--- config.mk ---
export PLATFORM = sky130hd
export DESIGN_NAME = rr_arbiter8
export DESIGN_NICKNAME = d
export VERILOG_FILES = /design/src/rtl/rr_arbiter8.sv
export SDC_FILE = /design/constraint.sdc
export NUM_CORES = 1
export LEC_CHECK = 0
export BUFFER_PORTS_ARGS = -buffer_cell sky130_fd_sc_hd__buf_4
export CORE_MARGIN = 5
export CORE_UTILIZATION = 50
export CTS_CLUSTER_DIAMETER = 200
export DETAILED_ROUTE_END_ITERATION = 8
export PLACE_DENSITY_LB_ADDON = 0.05
export SYNTH_ARGS = -nofsm -noshare
export SYNTH_HDL_FRONTEND = slang
export SYNTH_SLANG_ARGS = --single-unit
--- constraint.sdc ---
create_clock -name clk -period 13.7 [get_ports clk]
set_clock_uncertainty 0.15 [all_clocks]
set_input_delay 2.74 -clock clk [delete_from_list [all_inputs] [get_ports clk]]
set_output_delay 2.74 -clock clk [all_outputs]
set_load 0.05 [all_outputs]
--- src/rtl/rr_arbiter8.sv ---
// Eight-master round-robin arbiter with a bounded hold time. It produces a registered one-hot
// grant, an encoded holder id and a one-cycle pulse whenever a hold timeout forces a rotation.

module or8way (
    input  logic [7:0] vec,
    output logic       hit
);
    logic [3:0] pair;

    genvar gi;
    generate
        for (gi = 0; gi < 4; gi++) begin : g_pair
            assign pair[gi] = vec[2*gi] | vec[2*gi+1];
        end
    endgenerate

    assign hit = |pair;
endmodule

module rr_arbiter8 #(
    parameter int MAX_HOLD = 16,
    parameter int HOLD_W   = 5
) (
    input  logic       clk,
    input  logic       rst_n,
    input  logic [7:0] req,
    output logic [7:0] gnt,
    output logic [2:0] gnt_id,
    output logic       gnt_valid,
    output logic       any_req,
    output logic       preempt
);
    typedef enum logic {IDLE, GRANT} state_t;

    localparam logic [HOLD_W-1:0] HOLD_LAST = HOLD_W'(MAX_HOLD - 1);

    state_t            state_reg, state_next;
    logic [7:0]        gnt_reg, gnt_next;
    logic [2:0]        gnt_id_reg, gnt_id_next;
    logic              gnt_valid_reg;
    logic              preempt_reg, preempt_next;
    logic [2:0]        ptr_reg, ptr_next;
    logic [HOLD_W-1:0] hold_cnt_reg, hold_cnt_next;

    logic [7:0] others;
    logic [7:0] scan_mask;
    logic [2:0] win;
    logic [2:0] scan_idx;
    logic       win_found;

    or8way u_any (
        .vec (req),
        .hit (any_req)
    );

    assign others    = req & ~(8'd1 << gnt_id_reg);
    assign scan_mask = (state_reg == GRANT) ? others : req;

    // First set bit of scan_mask starting at ptr and wrapping 7 -> 0.
    always_comb begin
        win       = 3'd0;
        win_found = 1'b0;
        scan_idx  = 3'd0;
        for (int i = 0; i < 8; i++) begin
            scan_idx = ptr_reg + 3'(i);
            if (!win_found && scan_mask[scan_idx]) begin
                win       = scan_idx;
                win_found = 1'b1;
            end
        end
    end

    always_comb begin
        state_next    = state_reg;
        gnt_next      = gnt_reg;
        gnt_id_next   = gnt_id_reg;
        ptr_next      = ptr_reg;
        hold_cnt_next = hold_cnt_reg;
        preempt_next  = 1'b0;

        case (state_reg)
            IDLE: begin
                if (any_req) begin
                    state_next    = GRANT;
                    gnt_next      = 8'd1 << win;
                    gnt_id_next   = win;
                    ptr_next      = win + 3'd1;
                    hold_cnt_next = '0;
                end
            end
            GRANT: begin
                if (!req[gnt_id_reg]) begin
                    // Release wins over timeout, so no preempt pulse here.
                    if (others != 8'd0) begin
                        gnt_next      = 8'd1 << win;
                        gnt_id_next   = win;
                        ptr_next      = win + 3'd1;
                        hold_cnt_next = '0;
                    end else begin
                        state_next = IDLE;
                        gnt_next   = 8'd0;
                    end
                end else if (hold_cnt_reg == HOLD_LAST && others != 8'd0) begin
                    gnt_next      = 8'd1 << win;
                    gnt_id_next   = win;
                    ptr_next      = win + 3'd1;
                    hold_cnt_next = '0;
                    preempt_next  = 1'b1;
                end else if (hold_cnt_reg != HOLD_LAST) begin
                    hold_cnt_next = hold_cnt_reg + 1'b1;
                end
            end
            default: begin
                state_next = IDLE;
                gnt_next   = 8'd0;
            end
        endcase
    end

    always_ff @(posedge clk or negedge rst_n) begin
        if (!rst_n) begin
            state_reg     <= IDLE;
            gnt_reg       <= 8'd0;
            gnt_id_reg    <= 3'd0;
            gnt_valid_reg <= 1'b0;
            preempt_reg   <= 1'b0;
            ptr_reg       <= 3'd0;
            hold_cnt_reg  <= '0;
        end else begin
            state_reg     <= state_next;
            gnt_reg       <= gnt_next;
            gnt_id_reg    <= gnt_id_next;
            gnt_valid_reg <= (gnt_next != 8'd0);
            preempt_reg   <= preempt_next;
            ptr_reg       <= ptr_next;
            hold_cnt_reg  <= hold_cnt_next;
        end
    end

    assign gnt       = gnt_reg;
    assign gnt_id    = gnt_id_reg;
    assign gnt_valid = gnt_valid_reg;
    assign preempt   = preempt_reg;
endmodule

# Word-level counts from Yosys, hierarchy flattened
# Cells that the tools add are included.
[totals]
in_bits = 10
regBits = 22
word_cells = 122
output_inout_bits = 14
[classes]
order_cmp = 9
bitwise = 7
n_addsub = 9
n_mux = 62
reduce_logical = 20
shifts = 2
n_eq_ne = 6
[op_table]
columns = ["op", "count"]
rows = [
  ["two-way mux 3 bit", 16],
  ["two-way mux 8 bit", 5],
  ["< comparator 3 x 4 -> 1 bit, second input constant", 9],
  ["binary-select mux 1 bit (select 3 bit)", 9],
  ["two-way mux 5 bit", 5],
  ["two-way mux 1 bit", 22],
  ["case mux 8 bit (2 select lines)", 1],
  ["nonzero test 8 bit", 2],
  ["left shift 1 x 3 -> 8 bit, first input constant", 2],
  ["adder 3 bit, second input constant", 4],
  ["case mux 3 bit (2 select lines)", 2],
  ["case mux 5 bit (2 select lines)", 1],
  ["bitwise AND 8 bit", 1],
  ["logical AND 1 bit", 8],
  ["NOT 8 bit", 1],
  ["zero test 1 bit", 7],
  ["adder 3 x 1 -> 3 bit, second input constant", 2],
  ["adder 3 x 2 -> 3 bit, second input constant", 2],
  ["AND reduction 3 bit", 2],
  ["adder 5 x 1 -> 5 bit, second input constant", 1],
  ["== test 5 x 4 -> 1 bit, second input constant", 1],
  ["!= test 5 x 4 -> 1 bit, second input constant", 1],
  ["!= test 4 x 2 -> 1 bit, second input constant", 1],
  ["bitwise OR 1 bit", 4],
  ["other kinds (6)", 6],
]

# Depth between registers and ports, before layout
# Gate-level depths: netlist of the first run.
[depth]
word_depth = 33
depth_mapped = 19
ltp_nobuf = 15

# Hierarchy
# From an unflattened synthesis of the first run, not the netlist that was laid out.
[unflattened]
hier_cells = 262
area_unflattened_um2 = 2332.2
[modules_own_cells]
columns = ["mod", "seq_area_each_um2", "area_per_inst_um2", "instances", "cells_each"]
rows = [
  ["rr_arbiter8", 550.5, 2316.0, 1, 259],
  ["or8way", 0.0, 16.3, 1, 3],
]

# Least setup slack after synthesis of the first run
# Ideal clock, no wire load.
[synth_timing]
kind = "input -> output"
start = "in req[4]"
end = "out any_req"
n_path_buf = 1
cell_stages = 3
t_required_ps = 10810
arrival_time_ps = 3682
setup_slack_ps = 7128
path_cell_list = "clkbuf_1 nor2_1 nand4_1"
[synth_via]
elab_chain_cells = 2
[synth_rtl]
columns = ["element", "line", "rtl"]
rows = [
  ["start, declared", "26", "input logic [7:0] req,"],
  ["bitwise OR 1 bit", "13", "assign pair[gi] = vec[2*gi] | vec[2*gi+1];"],
  ["OR reduction 4 bit", "17", "assign hit = |pair;"],
  ["end, declared", "30", "output logic any_req,"],
]
# No other way between the ends.

# Worst setup path in the final report of the first run
[layout_timing]
start = "in req[1]"
end = "out any_req"
# The elaborated chain is that of the path after synthesis.

==> impl_metrics.tcl, run 1 <==
set metrics [dict create \
    crit_path_max_fanout 8 \
    setup-violations-final 0 \
    syn-num-nets 303 \
    ctsHoldBuffers 0 \
    synth_warnings 0 \
    synth-seq-cells 22 \
    min_period_ns 6.63 \
    clockRootBuffer "clkbuf_8" \
    cts_buffers 3 \
    arrival_ns 3.74 \
    place_congestion 0.885 \
    drive_above_1_share_pct 22.1 \
    gr-usage-met1_pct 27.7 \
    clkTransAtPathRegs_ns 0.07 \
    grt_overflow_total 0 \
    hold_class "flop to flop" \
    final_common_cell "nand2_1" \
    gr-usage-met2_pct 34.4 \
    maxSlewViolCount 0 \
    gr-max-usage-layer "met2" \
    largest_reg_flops 8 \
    synthFlopType "dfrtp_1" \
    rows 26 \
    fp.dieW_um 82.0 \
    grt_pass1_vias 2202 \
    synth_cell_type_count 69 \
    status "finished, final reports clean" \
    htree_num_levels 1 \
    syn_inst 286 \
    synth-async-reset-ratio_pct 100 \
    remaining_drc_errors 0 \
    cap_violations 0 \
    die_h_um 82.0 \
    final_nets 309 \
    stdcell_area_mm2 0.00279 \
    via_per_inst 6.70 \
    core_area_mm2 0.00507 \
    grt_pass1_wl_mm 10.8 \
    start_util_pct 51.1 \
    die-area_mm2 0.00673 \
    cts_tree "yes" \
    cts_resized 0 \
    routed_wl_mm 6.73 \
    dpl_cell_area_mm2 0.00275 \
    synth_area_per_cell_um2 9.07 \
    antenna_found_initial 0 \
    io_pins 24 \
    clock_latency_ns 0.25 \
    r2r_start "ptr_reg[0]" \
    dpl.hpwl_mm 5.04 \
    min-delay-start "gnt[0]" \
    hold_slack_ns 0.367 \
    hold_viol 0 \
    areaGrowthSynthToFinish_pct 7.62 \
    startpoint_type "input pin" \
    rsz0062_at_grt "no" \
    vias 2412 \
    setup_tns_ns 0 \
    crit_type "input pin to output pin" \
    grtUsageMet3_pct 2.08 \
    worst_slew_pin_slew_ns 1.27 \
    fin_crit_sh_pct 48.4 \
    mostFrequentLayoutCells "33 x nand2_1, 25 x buf_4, 22 x dfrtp_1, 16 x nor2_1" \
    detail-route-antenna-nets 0 \
    cp-end-kind "output pin" \
    yosysSeqAreaShare_pct 21.2 \
    dp.cells 357 \
    grt_start_max_net_pins 27 \
    syn_area_mm2 0.00259 \
    fin_cells 360 \
    dr.pass1.iters 5 \
    grt_usage_pct 20.7 \
    crit_required_ns 10.81 \
    wire_per_inst_um 18.7 \
    io_buffers 23 \
    relSlewSlack_pct 14.0 \
    n_antenna_cell 0 \
    post_cts_buffers 0 \
    max_freq_mhz 151 \
    cts_buffer_depth 2 \
    crit_start "req[1]" \
    drt_iter0_markers 232 \
    cts.sinks 22 \
    synth_edf_count 0 \
]
==> worst max-delay path, stage by stage <==
cell	delay [ns]
buf_4	0.14
nor2_1	0.21
nand4_1	0.33
buf_4	0.31
==> cells by family (layout without fill, tap and decap cells) <==
logic type,count (synthesis),in the layout,synth area share [%]
DFF,22,22,21.2
and+or+nand+nor,104,104,24.1
muxes,21,21,14.5
AOI/OAI and AO/OA,85,85,27.8
buffers and inverters,41,45,7.04
xor gates and xnor gates,6,6,2.03
adders and majority gates,7,7,3.37
==> area by class of cell <==
cell class	count	area, um^2
tap	70	87.6
multi-input combinational	223	1860
inverter	17	63.8
clock buffer	3	41.3
sequential	22	551
timing repair buffer	25	188
fill	493	2280
==> per-stage QoR <==
stage | util, % | worst slack (ns)
after floorplan | - | 7.13
after global placement | 54.2 | 7.11
after detailed placement | 54.2 | 7.09
after CTS | 55.0 | 7.09
after global routing | 55.0 | 7.02
final | 55.0 | 7.07
==> cell usage after synthesis, types with 5 or more instances <==
| cell | instances | area [um^2] |
|---|---|---|
| a22o_1 | 6 | 52.6 |
| clkbuf_1 | 11 | 41.3 |
| inv_1 | 14 | 52.6 |
| buf_2 | 8 | 40.0 |
| nand2b_1 | 6 | 37.5 |
| nor2_1 | 16 | 60.1 |
| o32ai_1 | 14 | 123 |
| ha_1 | 7 | 87.6 |
| and2_1 | 7 | 43.8 |
| o32a_1 | 5 | 50.1 |
| nand2_1 | 33 | 124 |
| nor2b_1 | 6 | 37.5 |
| o22ai_1 | 5 | 31.3 |
| dfrtp_1 | 22 | 551 |
| mux4_2 | 13 | 293 |
| o21ai_0 | 5 | 25.0 |
| mux2i_1 | 6 | 60.1 |
| nand4_1 | 5 | 31.3 |
| a32o_1 | 6 | 60.1 |
| a21oi_1 | 8 | 40.0 |
| o221ai_1 | 5 | 43.8 |
==> per-layer routing <==
layer,part of all wire [%],vias to the layer above
met5,0,-
met4,2.2,0
met3,5.3,14
met2,48,97
met1,45,1175
li1,-,1126
==> final timing paths <==
| path | end | slack (ns) | cells after the start |
|---|---|---|---|
| max in group asynchronous | gnt_id[2] | 10.97 | 1 |
| setup reg to reg | gnt_valid | 7.94 | 14 |
| hold / removal | gnt[0] | 0.37 | 2 |
| min in group asynchronous | gnt[7] | 2.21 | 1 |
| hold reg to reg | gnt[0] | 0.37 | 2 |
| setup / recovery | any_req | 7.07 | 4 |
Power of run 1 is left out: the tool's default activity adds up to more than one toggle a clock period on the data nets, which glitch-free logic cannot reach.
==> run 2, diff against run 1 <==
Settings changed: ABC_AREA from default to 1.
Clock period 13.7 ns to 6.73 ns, I/O delays scaled along.
==> run 2 against run 1 <==
Compared with the run above: global-route usage shrank 1.4 points; non-clock buffer count shrank 2; synthesized area shrank 22%; setup slack lost 4.2 ns; critical path type unchanged; highest routed layer unchanged.
==> impl_metrics.tcl, run 2 <==
set metrics [dict create \
    synth-async-reset-ratio_pct 100 \
    rows 23 \
    grt_pass1_vias 2040 \
    die-area_mm2 0.00544 \
    worst_slew_pin_slew_ns 0.517 \
    synthFlopType "dfrtp_1" \
    vias 2017 \
    syn_inst 312 \
    cts.sinks 22 \
    startpoint_type "input pin" \
    via_per_inst 5.28 \
    yosysSeqAreaShare_pct 27.1 \
    grt_start_max_net_pins 23 \
    synth_cell_type_count 32 \
    io_pins 24 \
    slowest_stage "nor2_1" \
    synth_area_leaders "dfrtp_1 27%, nand2_1 18%, nand3_1 15%" \
    drive_above_1_share_pct 18.7 \
    routed_wl_mm 4.58 \
    die_h_um 73.7 \
    fin_crit_sh_pct 57.5 \
    synth_edf_count 0 \
    place_congestion 0.918 \
    dpl.hpwl_mm 3.72 \
    wire_per_inst_um 12.0 \
    core_area_mm2 0.00397 \
    grt_pass1_wl_mm 8.47 \
    cp_slowest_stage_delay_ns 0.24 \
    crit_family "simple AND/OR/NAND/NOR gates" \
    relSlewSlack_pct 65.5 \
    final_nets 350 \
    synth-compound-area-share_pct 6.84 \
    crit_path_max_fanout 4 \
    synth-simple-area-share_pct 51.6 \
    io_buffers 23 \
    min_period_ns 3.87 \
    setup_tns_ns 0 \
    max_freq_mhz 259 \
    yosysTopAreaCell "dfrtp_1" \
    synth_top_family_by_area "simple AND/OR/NAND/NOR gates" \
    setup-violations-final 0 \
    muxShareOfSynthArea_pct 0 \
    cts_tree "yes" \
    largest_reg_flops 8 \
    grt_overflow_total 0 \
    ctsHoldBuffers 0 \
    areaGrowthSynthToFinish_pct 11.8 \
    cp-end-kind "output pin" \
    synth_top_area_share_pct 27.1 \
    mostFrequentLayoutCells "97 x nand2_1, 59 x nand3_1, 29 x inv_1, 24 x nor2_1, 23 x buf_4" \
    clkTransAtPathRegs_ns 0.07 \
    antenna_found_initial 0 \
    syn-num-nets 329 \
    synth_warnings 0 \
    start_util_pct 51.1 \
    path_buf_inv 3 \
    synth_area_per_cell_um2 6.51 \
    final_common_cell "nand2_1" \
    status "finished, final reports clean" \
    rsz0062_at_grt "no" \
    remaining_drc_errors 0 \
    maxSlewViolCount 0 \
    n_antenna_cell 0 \
    clock_latency_ns 0.26 \
    cts_buffers 3 \
    dr.pass1.iters 4 \
    clockRootBuffer "clkbuf_8" \
    cap_violations 0 \
    path_cells "buf_4, nand2_1, nand2_1, nor2_1, nand2_1, nor2_1, inv_1, buf_4" \
    ys_top_cells_by_count "97 x nand2_1, 59 x nand3_1, 29 x inv_1" \
    cts_resized 0 \
    hold_class "flop to flop" \
    synth_most_common_cell "nand2_1" \
    synth_xor_area_share_pct 0.863 \
    synth-seq-cells 22 \
    crit_required_ns 5.23 \
    crit_type "input pin to output pin" \
    cts_buffer_depth 2 \
    post_cts_buffers 0 \
    detail-route-antenna-nets 0 \
    htree_num_levels 1 \
    arrival_ns 2.37 \
    drt_iter0_markers 121 \
    grt_usage_pct 19.3 \
    syn_area_mm2 0.00203 \
    synthAdderAreaFrac_pct 4.31 \
    fp.dieW_um 73.7 \
    cp_common_cell "nand2_1" \
    hold_viol 0 \
]
## run 2: cell types whose count changed after synthesis, moves of 7 or more
cell | previous run | this run
mux4_2 | 13 | 0
nand2_1 | 33 | 97
nand2_2 | 0 | 7
nand3_1 | 3 | 59
and2_1 | 7 | 0
inv_1 | 14 | 29
o32ai_1 | 14 | 0
nor2_1 | 16 | 24
nand3_2 | 0 | 8
clkbuf_1 | 11 | 1
## run 2: cell families (layout without fill, tap and decap cells)
family,count (synthesis),in the layout
AO/OA/AOI/OAI,23,23
XOR/XNOR,2,2
adder cells (fa/ha/maj),7,7
buffers and inverters,43,63
flip-flops,22,22
AND/OR/NAND/NOR,215,215
## run 2: routing by layer
metal | vias up | track usage [%] | wire length (um)
li1 | 1065 | - | -
met1 | 909 | 24.6 | 2130
met4 | 0 | 7.65 | 48
met2 | 37 | 33.3 | 2230
met5 | - | 0 | 0
met3 | 6 | 1.78 | 176
## run 2: cell type report
| cell class | instances | area (um^2) |
|---|---|---|
| Clock buffer | 4 | 55.1 |
| Fill cell | 410 | 1700 |
| Inverter | 36 | 138 |
| Multi-Input combinational cell | 247 | 1290 |
| Sequential cell | 22 | 551 |
| Tap cell | 50 | 62.6 |
| Timing Repair Buffer | 23 | 173 |
## run 2: path summary, 6_finish.rpt
| check | to | slack, ns | startpoint | depth (start not counted) |
|---|---|---|---|---|
| max in group asynchronous | gnt_id[2] | 5.41 | rst_n | 1 |
| worst min register to register | hold_cnt_reg[4] | 0.33 | hold_cnt_reg[4] | 2 |
| worst min-delay path | hold_cnt_reg[4] | 0.33 | hold_cnt_reg[4] | 2 |
| min in group asynchronous | preempt | 0.80 | rst_n | 1 |
| worst max-delay path | any_req | 2.86 | req[2] | 8 |
| worst max register to register | gnt_valid | 3.03 | ptr_reg[0] | 23 |
## run 2: worst min-delay path, stage by stage, from the launching register on
cell,delay [ns]
dfrtp_1,0.35
nand2_1,0.05
inv_1,0.04
## run 2: through the flow
stage               instances  setup slack (ns)  hold WS (ns)  cell area [um^2]  utilization, %
floorplan                 312              3.09         0.287              2030               -
global placement          378              2.86         0.312              2210            55.8
detailed placement        378              2.87         0.307              2210            55.8
CTS                       382              2.87         0.331              2270            57.2
global route              382              2.70         0.368              2270            57.2
finish                    382              2.86         0.326              2270            57.2
Power of run 2 is left out for the same reason.
==> run 3, diff against run 2 <==
Clock period 6.73 ns to 3.1 ns, I/O delays scaled along.
==> run 3 against run 2 <==
Compared with the run above: utilization is 18 points higher; register-to-register slack got worse by 2.9 ns; global-route usage grew 1.3 points; design area increased by 32%; critical path depth grew 14; non-clock buffer count increased by 46; routed wire length up 32%; critical endpoint is now gnt_valid; final cell count increased by 12%; sequential share of layout area shrank 5.7 points; die area did not move.
==> impl_metrics.tcl, run 3 (synthesized netlist as in run 2, its figures left out) <==
set metrics [dict create \
    status "finished, final reports clean" \
    mostFrequentLayoutCells "81 x nand2_1, 62 x buf_4, 32 x nand3_2, 27 x nand3_1, 23 x inv_1" \
    start_util_pct 51.1 \
    fin_crit_sh_pct 96.1 \
    detail-route-antenna-nets 0 \
    crit_path_max_fanout 4 \
    setup-violations-final 0 \
    cp-end-kind "flop" \
    clock_latency_ns 0.27 \
    drive_above_1_share_pct 46.3 \
    dp.cells 404 \
    wire_per_inst_um 14.1 \
    worst_slew_pin_slew_ns 0.517 \
    htree_num_levels 1 \
    timing.rr.end "gnt_valid" \
    fp.dieW_um 73.7 \
    drt_iter0_markers 185 \
    hold_class "input pin to async pin" \
    cts_buffer_depth 2 \
    path_cells "buf_4, nand3_1, nand2_2, nand3_4, nand3_4, nand3_4, nand2_4, buf_4, buf_4, nand2_1, nor2_2, nand3_1, nand3_1, nor2_2, nand3_4, ha_1, nand2_1, nand2_1, nor2_1, nand3_1, nor2_1, nand3_1" \
    io_buffers 23 \
    seq_area_um2 554 \
    cts_tree "yes" \
    routed_wl_mm 6.04 \
    slowest_stage "dfrtp_2" \
    arrival_ns 2.98 \
    fill_cells 288 \
    rsz0062_at_grt "yes" \
    cp_slowest_stage_delay_ns 0.44 \
    r2r_slack_ns 0.12 \
    crit_type "flop to flop" \
    rows 23 \
    min_period_ns 2.98 \
    grt_pass1_wl_mm 8.95 \
    maxSlewViolCount 0 \
    dpl.hpwl_mm 3.98 \
    remaining_drc_errors 0 \
    cts.sinks 22 \
    grt_start_max_net_pins 23 \
    multi_input_area_mm2 0.00163 \
    vias 2382 \
    core_area_mm2 0.00397 \
    fin_cells 428 \
    die-area_mm2 0.00544 \
    grt_usage_pct 20.6 \
    max_freq_mhz 336 \
    final_nets 396 \
    areaGrowthSynthToFinish_pct 47.3 \
    r2r_start "gnt_id[2]" \
    cp_common_cell "nand3_1" \
    hold_viol 0 \
    clkTransAtPathRegs_ns 0.08 \
    relSlewSlack_pct 65.4 \
    crit_required_ns 3.10 \
    die_h_um 73.7 \
    grt_overflow_total 0 \
    via_per_inst 5.57 \
    dr.pass1.iters 5 \
    largest_reg_flops 8 \
    grt_pass1_vias 2082 \
    n_antenna_cell 0 \
    final_common_cell "nand2_1" \
    io_pins 24 \
    startpoint_type "flop" \
    place_congestion 0.855 \
    cts_buffers 3 \
    cap_violations 0 \
    clockRootBuffer "clkbuf_8" \
    worst-r2r-cell-count 22 \
    antenna_found_initial 0 \
]
==> run 3: cell types whose count changed in the layout (fill, tap and decap cells not counted), sizes merged <==
cell,delta
buf,+46
==> run 3: worst max path at each step <==
stage                     from         to  slack [ns]  depth (start not counted)
detailed placement      req[3]  gnt_valid        0.05                         21
global placement    ptr_reg[0]  gnt_valid        0.06                         23
global route         gnt_id[2]  gnt_valid       -0.09                         25
CTS                 ptr_reg[0]  gnt_valid        0.01                         23
finish               gnt_id[2]  gnt_valid        0.12                         22
floorplan           ptr_reg[0]  gnt_valid        0.12                         24
==> run 3: area by class of cell <==
type                            count  area share (%)
Multi-Input combinational cell    247            54.5
Sequential cell                    22            18.5
Timing Repair Buffer               69            18.3
Inverter                           36            4.69
Tap cell                           50            2.09
Clock buffer                        4            1.84
==> run 3: worst max-delay path: cells and delay by family (launching register included) <==
kind,cells,cell delay [ns]
buffers and inverters,3,0.43
DFF,1,0.44
adders and majority gates,1,0.20
and+or+nand+nor,18,1.64
==> run 3: stage by stage <==
step	area [um^2]	setup WS (ns)	utilization, %	TNS, ns	hold WS (ns)
after detailed placement	2410	0.0453	60.7	0	0.330
final	2990	0.122	75.3	0	0.0742
after global routing	2990	-0.0895	75.3	-0.0935	0.0863
after global placement	2410	0.0560	60.7	0	0.310
after floorplan	2030	0.116	-	0	0.174
after CTS	2460	0.0123	62.1	0	0.0843
==> run 3: per-layer routing <==
metal | global-route usage (%) | part of all wire [%]
met4 | 7.04 | 2.7
met2 | 34.3 | 50
met3 | 1.92 | 5.6
met1 | 27.7 | 41
met5 | 0 | 0
==> run 3: what timing repair did <==
action	CTS	global route
gates resized for setup	0	94
buffers inserted	0	20
hold buffers	0	0
endpoints found under the setup margin	0	3
Power of run 3 is left out for the same reason.
